**src/rtl/mcu_subsys_bus_decoder.sv**
```systemverilog
// -----------------------------------------------------------------------------
// mcu_subsys_bus_decoder
//
// Address decoder for the picorv32 native memory bus. It sits between the CPU
// and NUM_TGT slaves and adds the following:
//   - a configurable base/mask address map,
//   - decode-error responses,
//   - error capture (sticky flag, last address, saturating count),
//   - an optional per-transaction watchdog.
//
// Each CPU request is served by a single FSM:
//   IDLE -> ACTIVE -> RESP   (address hits target i)
//   IDLE -> ERR    -> RESP   (address hits no target)
// All outputs are registered.
//
// Optional feature:
//   `define MCU_BUS_TIMEOUT_EN  enables the ACTIVE-state watchdog. After
//   TIMEOUT_CYC cycles with no target ready, the access is aborted and
//   answered with an error. When the macro is undefined, ACTIVE waits
//   indefinitely for the target.
//
// Ports:
//   sys_clk, rst        clock; synchronous active-high reset
//   cpu_mem_valid       CPU request valid, held until cpu_mem_ready
//   cpu_mem_ready       one-cycle response strobe to the CPU
//   cpu_mem_addr        CPU byte address
//   cpu_mem_wdata       CPU write data
//   cpu_mem_wstrb       CPU byte strobes (0 = read)
//   cpu_mem_rdata       registered read data (ERR_RDATA on error)
//   tgt_mem_valid       one-hot request valid, one bit per target
//   tgt_mem_ready       per-target ready
//   tgt_mem_addr        broadcast address to all targets
//   tgt_mem_wdata       broadcast write data to all targets
//   tgt_mem_wstrb       broadcast byte strobes to all targets
//   tgt_mem_rdata       per-target read data, target i at [32*i +: 32]
//   err_clr             clears err_valid, err_addr and err_cnt
//   err_valid           sticky error flag
//   err_addr            address of the most recent error
//   err_cnt             saturating error count (stops at 8'hFF)
// -----------------------------------------------------------------------------
module mcu_subsys_bus_decoder #(
  parameter int                   NUM_TGT     = 4,
  parameter logic [NUM_TGT*32-1:0] TGT_BASE   = {NUM_TGT{32'h0000_0000}},
  parameter logic [NUM_TGT*32-1:0] TGT_MASK   = {NUM_TGT{32'hFFFF_0000}},
  parameter logic [31:0]          ERR_RDATA   = 32'hDEAD_BEEF,
  parameter int                   TIMEOUT_CYC = 256
) (
  input  logic                    sys_clk,
  input  logic                    rst,
  input  logic                    cpu_mem_valid,
  output logic                    cpu_mem_ready,
  input  logic [31:0]             cpu_mem_addr,
  input  logic [31:0]             cpu_mem_wdata,
  input  logic [3:0]              cpu_mem_wstrb,
  output logic [31:0]             cpu_mem_rdata,
  output logic [NUM_TGT-1:0]      tgt_mem_valid,
  input  logic [NUM_TGT-1:0]      tgt_mem_ready,
  output logic [31:0]             tgt_mem_addr,
  output logic [31:0]             tgt_mem_wdata,
  output logic [3:0]              tgt_mem_wstrb,
  input  logic [NUM_TGT*32-1:0]   tgt_mem_rdata,
  input  logic                    err_clr,
  output logic                    err_valid,
  output logic [31:0]             err_addr,
  output logic [7:0]              err_cnt
);

  // Reject parameter values that the hardware cannot honour.
  if (NUM_TGT < 1 || NUM_TGT > 8) begin : g_bad_num_tgt
    $error("mcu_subsys_bus_decoder: NUM_TGT must be in 1..8");
  end
  if (TIMEOUT_CYC < 1 || TIMEOUT_CYC > 65535) begin : g_bad_timeout
    $error("mcu_subsys_bus_decoder: TIMEOUT_CYC must be in 1..65535");
  end

  typedef enum logic [1:0] {
    ST_IDLE,
    ST_ACTIVE,
    ST_ERR,
    ST_RESP
  } state_t;

  state_t               r_state;

  logic                 w_hit;
  logic [NUM_TGT-1:0]   w_hit_oh;
  logic                 w_sel_ready;
  logic [31:0]          w_sel_rdata;
  logic                 w_timeout;
  logic                 w_err_rec;
  logic [7:0]           w_err_cnt_inc;

  // Address decode on the live CPU address.
  // The loop walks from the highest index down to the lowest, so the last
  // match written is the lowest-index hit. That gives lowest-index priority
  // when map entries overlap.
  // NOTE: every always_comb output gets a default before any conditional
  // assignment; otherwise a path that skips the assignment infers a latch.
  always_comb begin
    w_hit    = 1'b0;
    w_hit_oh = '0;
    for (int i = NUM_TGT - 1; i >= 0; i--) begin
      if ((cpu_mem_addr & TGT_MASK[32*i +: 32]) == TGT_BASE[32*i +: 32]) begin
        w_hit       = 1'b1;
        w_hit_oh    = '0;
        w_hit_oh[i] = 1'b1;
      end
    end
  end

  // Ready and read data from the target currently being served.
  // tgt_mem_valid is one-hot and is set only in ACTIVE, so ready from any
  // other target is masked off here.
  always_comb begin
    w_sel_ready = 1'b0;
    w_sel_rdata = '0;
    for (int i = 0; i < NUM_TGT; i++) begin
      if (tgt_mem_valid[i]) begin
        w_sel_ready = w_sel_ready | tgt_mem_ready[i];
        w_sel_rdata = tgt_mem_rdata[32*i +: 32];
      end
    end
  end

`ifdef MCU_BUS_TIMEOUT_EN
  localparam logic [15:0] TO_LAST = 16'(TIMEOUT_CYC - 1);

  logic [15:0] r_to_cnt;

  // Expiry fires on the TIMEOUT_CYC-th ACTIVE cycle without ready.
  // If ready arrives in that same cycle, ready takes priority.
  assign w_timeout = (r_state == ST_ACTIVE) && !w_sel_ready && (r_to_cnt == TO_LAST);
`else
  assign w_timeout = 1'b0;
`endif

  assign w_err_rec     = (r_state == ST_ERR) || w_timeout;
  assign w_err_cnt_inc = (err_cnt == 8'hFF) ? 8'hFF : err_cnt + 8'd1;

  // NOTE: sequential state uses non-blocking assignments only. All
  // registers then update together on the edge, regardless of the order
  // of statements in the block.
  always_ff @(posedge sys_clk) begin
    if (rst) begin
      r_state       <= ST_IDLE;
      cpu_mem_ready <= 1'b0;
      cpu_mem_rdata <= '0;
      tgt_mem_valid <= '0;
      tgt_mem_addr  <= '0;
      tgt_mem_wdata <= '0;
      tgt_mem_wstrb <= '0;
      err_valid     <= 1'b0;
      err_addr      <= '0;
      err_cnt       <= '0;
`ifdef MCU_BUS_TIMEOUT_EN
      r_to_cnt      <= '0;
`endif
    end else begin
      // The response strobe is high only for the single RESP cycle.
      cpu_mem_ready <= 1'b0;

      // Error capture. An error recorded in the same cycle as err_clr
      // overrides the clear, so err_cnt restarts at 1.
      if (err_clr) begin
        err_valid <= 1'b0;
        err_addr  <= '0;
        err_cnt   <= '0;
      end
      if (w_err_rec) begin
        err_valid <= 1'b1;
        err_addr  <= tgt_mem_addr;
        err_cnt   <= err_clr ? 8'd1 : w_err_cnt_inc;
      end

      case (r_state)
        ST_IDLE: begin
          if (cpu_mem_valid) begin
            tgt_mem_addr  <= cpu_mem_addr;
            tgt_mem_wdata <= cpu_mem_wdata;
            tgt_mem_wstrb <= cpu_mem_wstrb;
`ifdef MCU_BUS_TIMEOUT_EN
            r_to_cnt      <= '0;
`endif
            if (w_hit) begin
              tgt_mem_valid <= w_hit_oh;
              r_state       <= ST_ACTIVE;
            end else begin
              r_state       <= ST_ERR;
            end
          end
        end

        ST_ACTIVE: begin
          if (w_sel_ready) begin
            cpu_mem_rdata <= w_sel_rdata;
            tgt_mem_valid <= '0;
            cpu_mem_ready <= 1'b1;
            r_state       <= ST_RESP;
          end
`ifdef MCU_BUS_TIMEOUT_EN
          else if (w_timeout) begin
            cpu_mem_rdata <= ERR_RDATA;
            tgt_mem_valid <= '0;
            cpu_mem_ready <= 1'b1;
            r_state       <= ST_RESP;
          end else begin
            r_to_cnt      <= r_to_cnt + 16'd1;
          end
`endif
        end

        // Unmapped access: nothing reaches any target, so a write is
        // simply discarded.
        ST_ERR: begin
          cpu_mem_rdata <= ERR_RDATA;
          cpu_mem_ready <= 1'b1;
          r_state       <= ST_RESP;
        end

        // cpu_mem_ready is high in this cycle. The CPU may present its next
        // request in the following cycle, which IDLE will sample.
        ST_RESP: begin
          r_state <= ST_IDLE;
        end

        default: begin
          r_state <= ST_IDLE;
        end
      endcase
    end
  end

endmodule

```
**config.mk**
```make
export PLATFORM = sky130hd
export DESIGN_NAME = mcu_subsys_bus_decoder
export DESIGN_NICKNAME = d
export VERILOG_FILES = /design/src/rtl/mcu_subsys_bus_decoder.sv
export SDC_FILE = /design/constraint.sdc
export NUM_CORES = 1
export LEC_CHECK = 0
export BUFFER_PORTS_ARGS = -buffer_cell sky130_fd_sc_hd__buf_2
export CAP_MARGIN = 0
export CORE_MARGIN = 2
export CORE_UTILIZATION = 30
export CTS_CLUSTER_DIAMETER = 80
export DETAILED_ROUTE_END_ITERATION = 16
export SLEW_MARGIN = 20
export SYNTH_ARGS = -nofsm -noshare
export SYNTH_HDL_FRONTEND = slang
export SYNTH_SLANG_ARGS = --single-unit
```
**constraint.sdc**
```tcl
create_clock -name sys_clk -period 1.66 [get_ports sys_clk]
set_input_delay 0.332 -clock sys_clk [delete_from_list [all_inputs] [get_ports sys_clk]]
set_output_delay 0.332 -clock sys_clk [all_outputs]
set_load 0.1 [all_outputs]
```
==> reports/results.txt, run 1 <==
clk sinks = 145
Syn Area/Cell = 8.21 sq um
vias post-DR = 5336
Die Width = 139 um
fraction of layout cells with a size suffix above 1 = 0.347
Gate power share = 0.493
grt total ovfl = 0
Tightest Hold Check Type = in -> reg
core box area = 18000 sq um
row count = 49
Tot GR Track Use = 0.160
static leakage = 3.48 nW
most frequent cells in the layout = buf_2, nand2_1, dfxtp_1
internal reg-to-reg setup slack = 0.09 ns
hold endpoint = tgt_mem_wdata[17]$_SDFFE_PP0P_
status = completed
synthesized area = 5510 sq um
r2r startpoint = r_state[1]$_SDFFE_PP0P_
synthesized instance count = 671
cell family with most CP delay = buffers and inverters
critical path cell sequence = buf_2
Net Sw Power = 8.43 mW
Distinct cells, synth = 35
crit path capture type = output pin
min-delay src = cpu_mem_wdata[17]
EDFF count, synth = 0
area delta synth->final = 40.4%
CP Max Fanout = 4
Final Skew = 0.0133 ns
Worst R2R Path Depth = 7
Die H = 139 um
P_int = 8.10 mW
hold path cells = 3
initial antenna violation count = 1
# Max-Cap Violations = 0
Slew Viols, Final = 0
clock root buffer = clkbuf_16
Placed Cells incl. Taps = 1111
worst reg2reg path endpoint = cpu_mem_rdata[14]$_SDFFE_PP0P_
Flop pwr share = 0.270
Post-Route Setup TNS = 0 ns
Clk pin slew, worst setup/hold paths = 0.06 ns
Initial Util = 0.307
Initial DRT Pass Iterations = 4
# IOs = 350
Final Hold Viols = 0
Yosys reg bits = 145
gpl congestion = 0.770
fin cells = 1147
Tightest Pin Transition = 0.523 ns
most common cell after layout, fill and taps aside = buf_2
Clock power frac = 0.237
WL final = 16100 um
Worst-Skew Late Latency = 0.42 ns
largest net degree at the start of global routing = 81
H-tree Lvls = 4
ys async rst share = 0
max incr delay on CP = 0.45 ns
Synth Flop Type = dfxtp_1
period utilization = 0.957
Rel. slew slack = 0.653
Remaining DRCs = 0
CTS tree = done
power per cell area = 2140 nW/um^2
Worst Path Buf+Inv = 1
clk buf depth = 2
PortBufs = 247
Setup Crit Path Kind = reg -> out
Yosys Warn Count = 0
Power Total = 16.5 mW
data arrival time of the worst path = 1.26 ns
Post-CTS Hold Buffers = 0
DRC marker count from the first detailed-route iteration = 187
Routed WL per cell = 14.0 um
RSZ-0062 raised after global routing = yes
ANT nets after route = 0
Worst path slowest cell = buf_2
CP startpoint kind = flip-flop
register area share after synthesis = 0.527
vias in the first global route = 5084
Die Area = 19500 sq um
first-pass GRT wire length = 25300 um
WP data required = 1.33 ns
sw frac = 0.510
layout net count = 1112
average vias per placed instance = 4.65
Setup-failing EPs final = 0
min cycle time layout = 1.59 ns
CTS buffer count = 17
VDD IR-drop max = 0.00135 V
detailed placer's ending HPWL = 10600 um
Fmax = 630 MHz
-- final cells by class --
class,count,area (sq um)
diodes,1,2.50
well taps,229,287
repair buffers,270,1540
flip-flops and latches,145,2910
clock inverters,12,158
fillers,1843,10200
multi-input cells,461,2360
inverters,9,33.8
clock buffers,20,437
-- synth_stat cells, types with 2 or more instances --
cell type | count | share of area
dfxtp_1 | 145 | 0.53
nand2_1 | 141 | 0.096
a21oi_1 | 130 | 0.12
nor2_1 | 70 | 0.048
nor3b_1 | 32 | 0.044
clkbuf_1 | 30 | 0.020
a211oi_1 | 25 | 0.034
buf_1 | 11 | 0.0075
buf_2 | 11 | 0.010
and2_1 | 9 | 0.010
inv_1 | 8 | 0.0055
mux2i_1 | 8 | 0.015
a31oi_1 | 6 | 0.0068
buf_4 | 6 | 0.0082
o21ai_0 | 6 | 0.0055
ha_1 | 4 | 0.0091
nand3_1 | 4 | 0.0036
nor4_1 | 4 | 0.0045
nor2b_1 | 3 | 0.0034
nand4_1 | 2 | 0.0023
o31ai_1 | 2 | 0.0027
-- routing by layer --
| metal | vias up | part of all wire | global-route usage |
|---|---|---|---|
| met5 | - | 0 | 0 |
| met4 | 0 | 0.013 | 0.0542 |
| met3 | 15 | 0.074 | 0.0568 |
| met1 | 2433 | 0.46 | 0.200 |
| met2 | 161 | 0.46 | 0.256 |
| li1 | 2727 | - | - |
-- worst reg2reg max path: stages (launching register included) --
cell     delay, ns
dfxtp_1       0.33
inv_1         0.11
ha_2          0.23
nand3_1       0.15
o21ai_4       0.13
buf_12        0.21
mux2i_2       0.23
nor2_1        0.05
-- flip-flops by register name, indices dropped and copies added (netlist names) --
signal / flops
cpu_mem_rdata: 32
err_addr: 32
tgt_mem_addr: 32
tgt_mem_wdata: 32
err_cnt: 8
tgt_mem_wstrb: 4
r_state: 2
cpu_mem_ready: 1
err_valid: 1
tgt_mem_valid: 1
-- timing repair --
| item | CTS | global route |
|---|---|---|
| setup endpoints to repair | 0 | 23 |
| gates resized for setup | 0 | 5 |
| buffers inserted | 0 | 2 |
-- per-stage QoR --
stage / hold WS [ns] / util / setup WS, ns / instance area [sq um]
2_1_floorplan: 0.468 / - / -0.186 / 5520
3_3_place_gp: 0.439 / 0.394 / 0.0197 / 7080
3_5_place_dp: 0.444 / 0.394 / 0.00602 / 7080
4_1_cts: 0.128 / 0.427 / 0.0377 / 7670
5_1_grt: 0.140 / 0.430 / -0.00546 / 7730
6_report: 0.146 / 0.430 / 0.0719 / 7730
-- power groups by stage --
stage	clock, mW	combinational (mW)	sequential, mW
floorplan	0	2.09	8.97
global placement	0	8.01	4.52
detailed placement	0	8.04	4.54
CTS	4.02	8.05	4.47
global route	4.17	8.60	4.56
finish	3.92	8.16	4.47
-- how the worst max path moves through the flow --
stage | endpoint | slack (ns) | from | cells after the start
detailed placement | r_state[0]$_SDFFE_PP0P_ | 0.006 | cpu_mem_addr[31] | 5
global route | cpu_mem_rdata[14]$_SDFFE_PP0P_ | -0.005 | r_state[1]$_SDFFE_PP0P_ | 7
floorplan | err_cnt[7]$_SDFFE_PP0P_ | -0.19 | err_cnt[2]$_SDFFE_PP0P_ | 4
global placement | r_state[0]$_SDFFE_PP0P_ | 0.02 | cpu_mem_addr[19] | 5
CTS | err_cnt[6] | 0.04 | err_cnt[6]$_SDFFE_PP0P_ | 1
finish | err_cnt[6] | 0.07 | err_cnt[6]$_SDFFE_PP0P_ | 1
-- logic make-up (layout without fill, tap and decap cells) --
group | after synthesis | in the layout | share of synthesized area
compound gates | 175 | 175 | 0.176
fa+ha+maj | 4 | 4 | 0.00909
buf+inv | 67 | 311 | 0.0522
flops | 145 | 145 | 0.527
mux | 9 | 9 | 0.0166
other cells | 1 | 4 | 0.000681
simple gates | 270 | 270 | 0.219
(Power assumes the default switching activity.)
==> run 2: changes to the inputs <==
==> constraint.sdc (replaced) <==
create_clock -name sys_clk -period 1.66 [get_ports sys_clk]
set_input_delay 0.332 -clock sys_clk [delete_from_list [all_inputs] [get_ports sys_clk]]
set_output_delay 0.332 -clock sys_clk [all_outputs]
set_load 0.01 [all_outputs]
==> reports/results.txt, run 2 (synthesis results as in run 1) <==
status = completed
Die Area = 19500 sq um
PortBufs = 247
Slew Viols, Final = 0
average vias per placed instance = 4.67
initial antenna violation count = 1
clock root buffer = clkbuf_16
Tightest Hold Check Type = in -> reg
WP data required = 1.95 ns
grt total ovfl = 0
gpl congestion = 0.786
Initial Util = 0.307
largest net degree at the start of global routing = 81
detailed placer's ending HPWL = 10800 um
min cycle time layout = 1.52 ns
# IOs = 350
area delta synth->final = 39.9%
register area = 2900 sq um
fill cell count = 1870
# Max-Cap Violations = 0
most frequent cells in the layout = buf_2, dfxtp_1, nand2_1
Fmax = 659 MHz
layout net count = 1114
hold path cells = 3
CTS tree = done
power per cell area = 1560 nW/um^2
CP Max Fanout = 15
VDD IR-drop max = 0.000882 V
first-pass GRT wire length = 25900 um
worst reg2reg path endpoint = cpu_mem_rdata[14]$_SDFFE_PP0P_
DRC marker count from the first detailed-route iteration = 271
Die Width = 139 um
CP startpoint kind = flip-flop
core box area = 18000 sq um
area of the multi-input gates = 2360 sq um
Final Skew = 0.00789 ns
WL final = 16100 um
Worst R2R Path Depth = 7
ANT nets after route = 0
Routed WL per cell = 14.0 um
Initial DRT Pass Iterations = 4
H-tree Lvls = 4
Setup Crit Path Kind = reg -> reg
Crit. Startpoint = r_state[0]$_SDFFE_PP0P_
Worst-Skew Late Latency = 0.41 ns
Tot GR Track Use = 0.163
internal reg-to-reg setup slack = 0.14 ns
period utilization = 0.914
r2r startpoint = r_state[0]$_SDFFE_PP0P_
final hold slack = 0.157 ns
Post-CTS Hold Buffers = 0
Die H = 139 um
data arrival time of the worst path = 1.81 ns
Setup-failing EPs final = 0
most common cell after layout, fill and taps aside = buf_2
Post-Route Utilization = 0.429
row count = 49
static leakage = 3.48 nW
Clk pin slew, worst setup/hold paths = 0.06 ns
Final Hold Viols = 0
Critical Path Sink = cpu_mem_rdata[14]$_SDFFE_PP0P_
fraction of layout cells with a size suffix above 1 = 0.345
vias in the first global route = 5133
CTS buffer count = 17
vias post-DR = 5364
Remaining DRCs = 0
crit path capture type = flip-flop
clk buf depth = 2
clk sinks = 145
run 2: changes by cell type in the layout (fill, tap and decap cells not counted), moves of 2 or more:
cell,previous run,this run
clkbuf_1,3,1
clkbuf_8,0,3
dfxtp_2,7,1
buf_2,244,246
bufinv_16,3,0
dfxtp_1,138,144
run 2: worst max-delay path, stage by stage, from the launching register on:
cell,delay [ns]
dfxtp_1,0.32
inv_2,0.10
ha_4,0.19
inv_2,0.07
o21ai_4,0.27
buf_12,0.20
mux2i_1,0.19
nor2_1,0.05
run 2: what timing repair did:
item | 4_1_cts | 5_1_grt
buffers inserted | 0 | 1
setup endpoints to repair | 0 | 45
gates resized for setup | 0 | 6
run 2: per-layer routing:
layer,GRT usage,vias up,wire length [um]
li1,-,2722,-
met1,0.207,2436,7190
met2,0.253,183,7350
met3,0.0540,23,1170
met4,0.0680,0,347
met5,0,-,0
run 2: worst min-delay path by stage:
stage	startpoint	to	slack, ns
global route	cpu_mem_wstrb[1]	tgt_mem_wstrb[1]$_SDFFE_PP0P_	0.14
floorplan	cpu_mem_wdata[0]	tgt_mem_wdata[0]$_SDFFE_PP0P_	0.47
CTS	cpu_mem_addr[3]	tgt_mem_addr[3]$_SDFFE_PP0P_	0.13
global placement	tgt_mem_wdata[29]$_SDFFE_PP0P_	tgt_mem_wdata[29]$_SDFFE_PP0P_	0.44
detailed placement	tgt_mem_wdata[4]$_SDFFE_PP0P_	tgt_mem_wdata[4]$_SDFFE_PP0P_	0.44
finish	cpu_mem_wdata[13]	tgt_mem_wdata[13]$_SDFFE_PP0P_	0.16
run 2: layout make-up:
| class | instances | share of cell area |
|---|---|---|
| sequential | 145 | 0.377 |
| multi-input combinational | 461 | 0.307 |
| timing repair buffer | 272 | 0.203 |
| clock buffer | 21 | 0.0611 |
| tap | 229 | 0.0372 |
| clock inverter | 11 | 0.0104 |
| inverter | 9 | 0.00438 |
| antenna | 1 | 0.000325 |
run 2: through the flow:
stage	std cells	cell area [sq um]	setup slack (ns)	power (mW)	TNS, ns
2_1_floorplan	673	5520	0.183	6.88	0
3_3_place_gp	1113	7080	0.0126	8.35	0
3_5_place_dp	1113	7080	0.00910	8.40	0
4_1_cts	1145	7630	0.0215	12.0	0
5_1_grt	1149	7700	-0.00554	12.8	-0.00554
6_report	1149	7700	0.143	12.0	0
run 2: power by group:
| group | internal, mW | total, mW | switching (mW) |
|---|---|---|---|
| Sequential | 4.13 | 4.47 | 0.341 |
| Combinational | 1.63 | 4.01 | 2.38 |
| Clock | 2.04 | 3.54 | 1.50 |
==> run 3: changes to the inputs <==
==> constraint.sdc (replaced) <==
create_clock -name sys_clk -period 1.4 [get_ports sys_clk]
set_input_delay 0.28 -clock sys_clk [delete_from_list [all_inputs] [get_ports sys_clk]]
set_output_delay 0.28 -clock sys_clk [all_outputs]
set_load 0.01 [all_outputs]
==> reports/results.txt, run 3 (synthesis results as in run 1) <==
status = complete, but fails checks
violated checks = setup timing
Remaining DRCs = 0
core box area = 18000 sq um
sw frac = 0.342
WP data required = 1.69 ns
fill cell count = 1788
Tot GR Track Use = 0.171
Initial DRT Pass Iterations = 4
Post-CTS Hold Buffers = 0
average vias per placed instance = 4.73
Die Width = 139 um
CP startpoint kind = flip-flop
n_diodes = 0
Routed WL per cell = 14.8 um
first-pass GRT wire length = 26700 um
static leakage = 3.80 nW
most frequent cells in the layout = buf_2, nand2_1, dfxtp_1
Setup Crit Path Kind = reg -> reg
Worst Path Buf+Inv = 3
Clk pin slew, worst setup/hold paths = 0.06 ns
Die H = 139 um
CTS tree = done
Worst path slowest cell = dfxtp_2
fraction of layout cells with a size suffix above 1 = 0.413
Die Area = 19500 sq um
clock root buffer = clkbuf_16
most common cell after layout, fill and taps aside = buf_2
post-place setup slack = -0.207 ns
crit path capture type = flip-flop
Design Area, Final = 8400 sq um
clk buf depth = 2
PortBufs = 247
vias post-DR = 5596
clk sinks = 145
min cycle time layout = 1.44 ns
Setup-failing EPs final = 47
Initial Util = 0.307
gpl congestion = 0.780
max incr delay on CP = 0.32 ns
critical path cell sequence = buf_4 -> ha_4 -> inv_4 -> o21ai_4 -> buf_12 -> mux2i_1 -> nor2_1
grt total ovfl = 0
Final Hold Viols = 0
final hold slack = 0.0954 ns
Final WS setup = -0.0428 ns
CP Max Fanout = 17
Flop pwr share = 0.331
VDD IR-drop max = 0.000927 V
area delta synth->final = 52.5%
detailed placer's ending HPWL = 11100 um
row count = 49
period utilization = 1.03
cell family with most CP delay = buffers and inverters
# Max-Cap Violations = 0
Fmax = 693 MHz
ANT nets after route = 0
P_int = 10.6 mW
Power Total = 16.1 mW
Clock power frac = 0.305
largest net degree at the start of global routing = 73
WL final = 17500 um
# IOs = 350
Gate power share = 0.364
Slew Viols, Final = 0
layout net count = 1150
DRC marker count from the first detailed-route iteration = 199
Net Sw Power = 5.49 mW
Tightest Hold Check Type = in -> reg
power per cell area = 1910 nW/um^2
Worst-Skew Late Latency = 0.42 ns
initial antenna violation count = 0
RSZ-0062 raised after global routing = yes
placed cell area = 7280 sq um
H-tree Lvls = 4
vias in the first global route = 5128
data arrival time of the worst path = 1.73 ns
CTS buffer count = 17
Final Skew = 0.00801 ns
==> run 3: changes by cell type in the layout (fill, tap and decap cells not counted), moves of 4 or more <==
cell	previous run	this run
buf_4	15	41
buf_16	0	5
buf_6	1	5
a211oi_2	0	4
nor3b_1	32	4
bufinv_16	0	4
nor3b_2	0	26
a211oi_1	25	21
dfxtp_1	144	140
==> run 3: path summary, 6_finish.rpt <==
check	to	slack [ns]	startpoint	depth (start not counted)
hold reg to reg	tgt_mem_wdata[21]$_SDFFE_PP0P_	0.45	tgt_mem_wdata[21]$_SDFFE_PP0P_	2
setup / recovery	cpu_mem_rdata[24]$_SDFFE_PP0P_	-0.04	r_state[1]$_SDFFE_PP0P_	7
hold / removal	tgt_mem_wdata[15]$_SDFFE_PP0P_	0.1	cpu_mem_wdata[15]	3
setup reg to reg	cpu_mem_rdata[24]$_SDFFE_PP0P_	-0.04	r_state[1]$_SDFFE_PP0P_	7
==> run 3: power groups by stage <==
stage / clock [mW] / combinational [mW] / sequential [mW]
3_5_place_dp: 0 / 4.80 / 5.39
4_1_cts: 5.03 / 5.49 / 5.32
3_3_place_gp: 0 / 4.75 / 5.37
2_1_floorplan: 0 / 2.53 / 5.72
5_1_grt: 5.20 / 6.35 / 5.42
6_report: 4.90 / 5.84 / 5.32
==> run 3: timing repair <==
item,4_1_cts,5_1_grt
pin swaps,2,2
gates cloned,4,3
gates resized for setup,33,32
buffers inserted,4,3
setup endpoints to repair,94,140
hold endpoints to repair,0,0
==> run 3: layout make-up <==
class	instances	area, sq um	share of cell area
Clock inverter	11	178	0.0212
Sequential cell	145	2910	0.347
Tap cell	229	287	0.0341
Timing Repair Buffer	308	1960	0.233
Clock buffer	21	460	0.0548
Inverter	9	38.8	0.00462
Multi-Input combinational cell	461	2560	0.305
==> run 3: per-stage QoR <==
stage          std cells  setup TNS, ns  utilization
2_1_floorplan        673        -0.0656            -
3_3_place_gp        1138          -2.95        0.406
3_5_place_dp        1138          -4.35        0.406
4_1_cts             1178          -1.55        0.455
5_1_grt             1184          -9.97        0.468
6_report            1184         -0.613        0.468
==> run 3: worst register-to-register path, delay by kind of cell (launching register included) <==
| kind | cells | cell delay, ns |
|---|---|---|
| buf+inv | 3 | 0.35 |
| simple gates | 1 | 0.05 |
| compound gates | 1 | 0.21 |
| mux | 1 | 0.23 |
| fa+ha+maj | 1 | 0.16 |
| flops | 1 | 0.32 |
==> run 3: routing by layer <==
layer	vias to the layer above	global-route usage	wire, um
met5	-	0	0
met4	0	0.0526	227
met3	18	0.0547	1180
met2	179	0.283	8460
met1	2603	0.212	7680
li1	2796	-	-
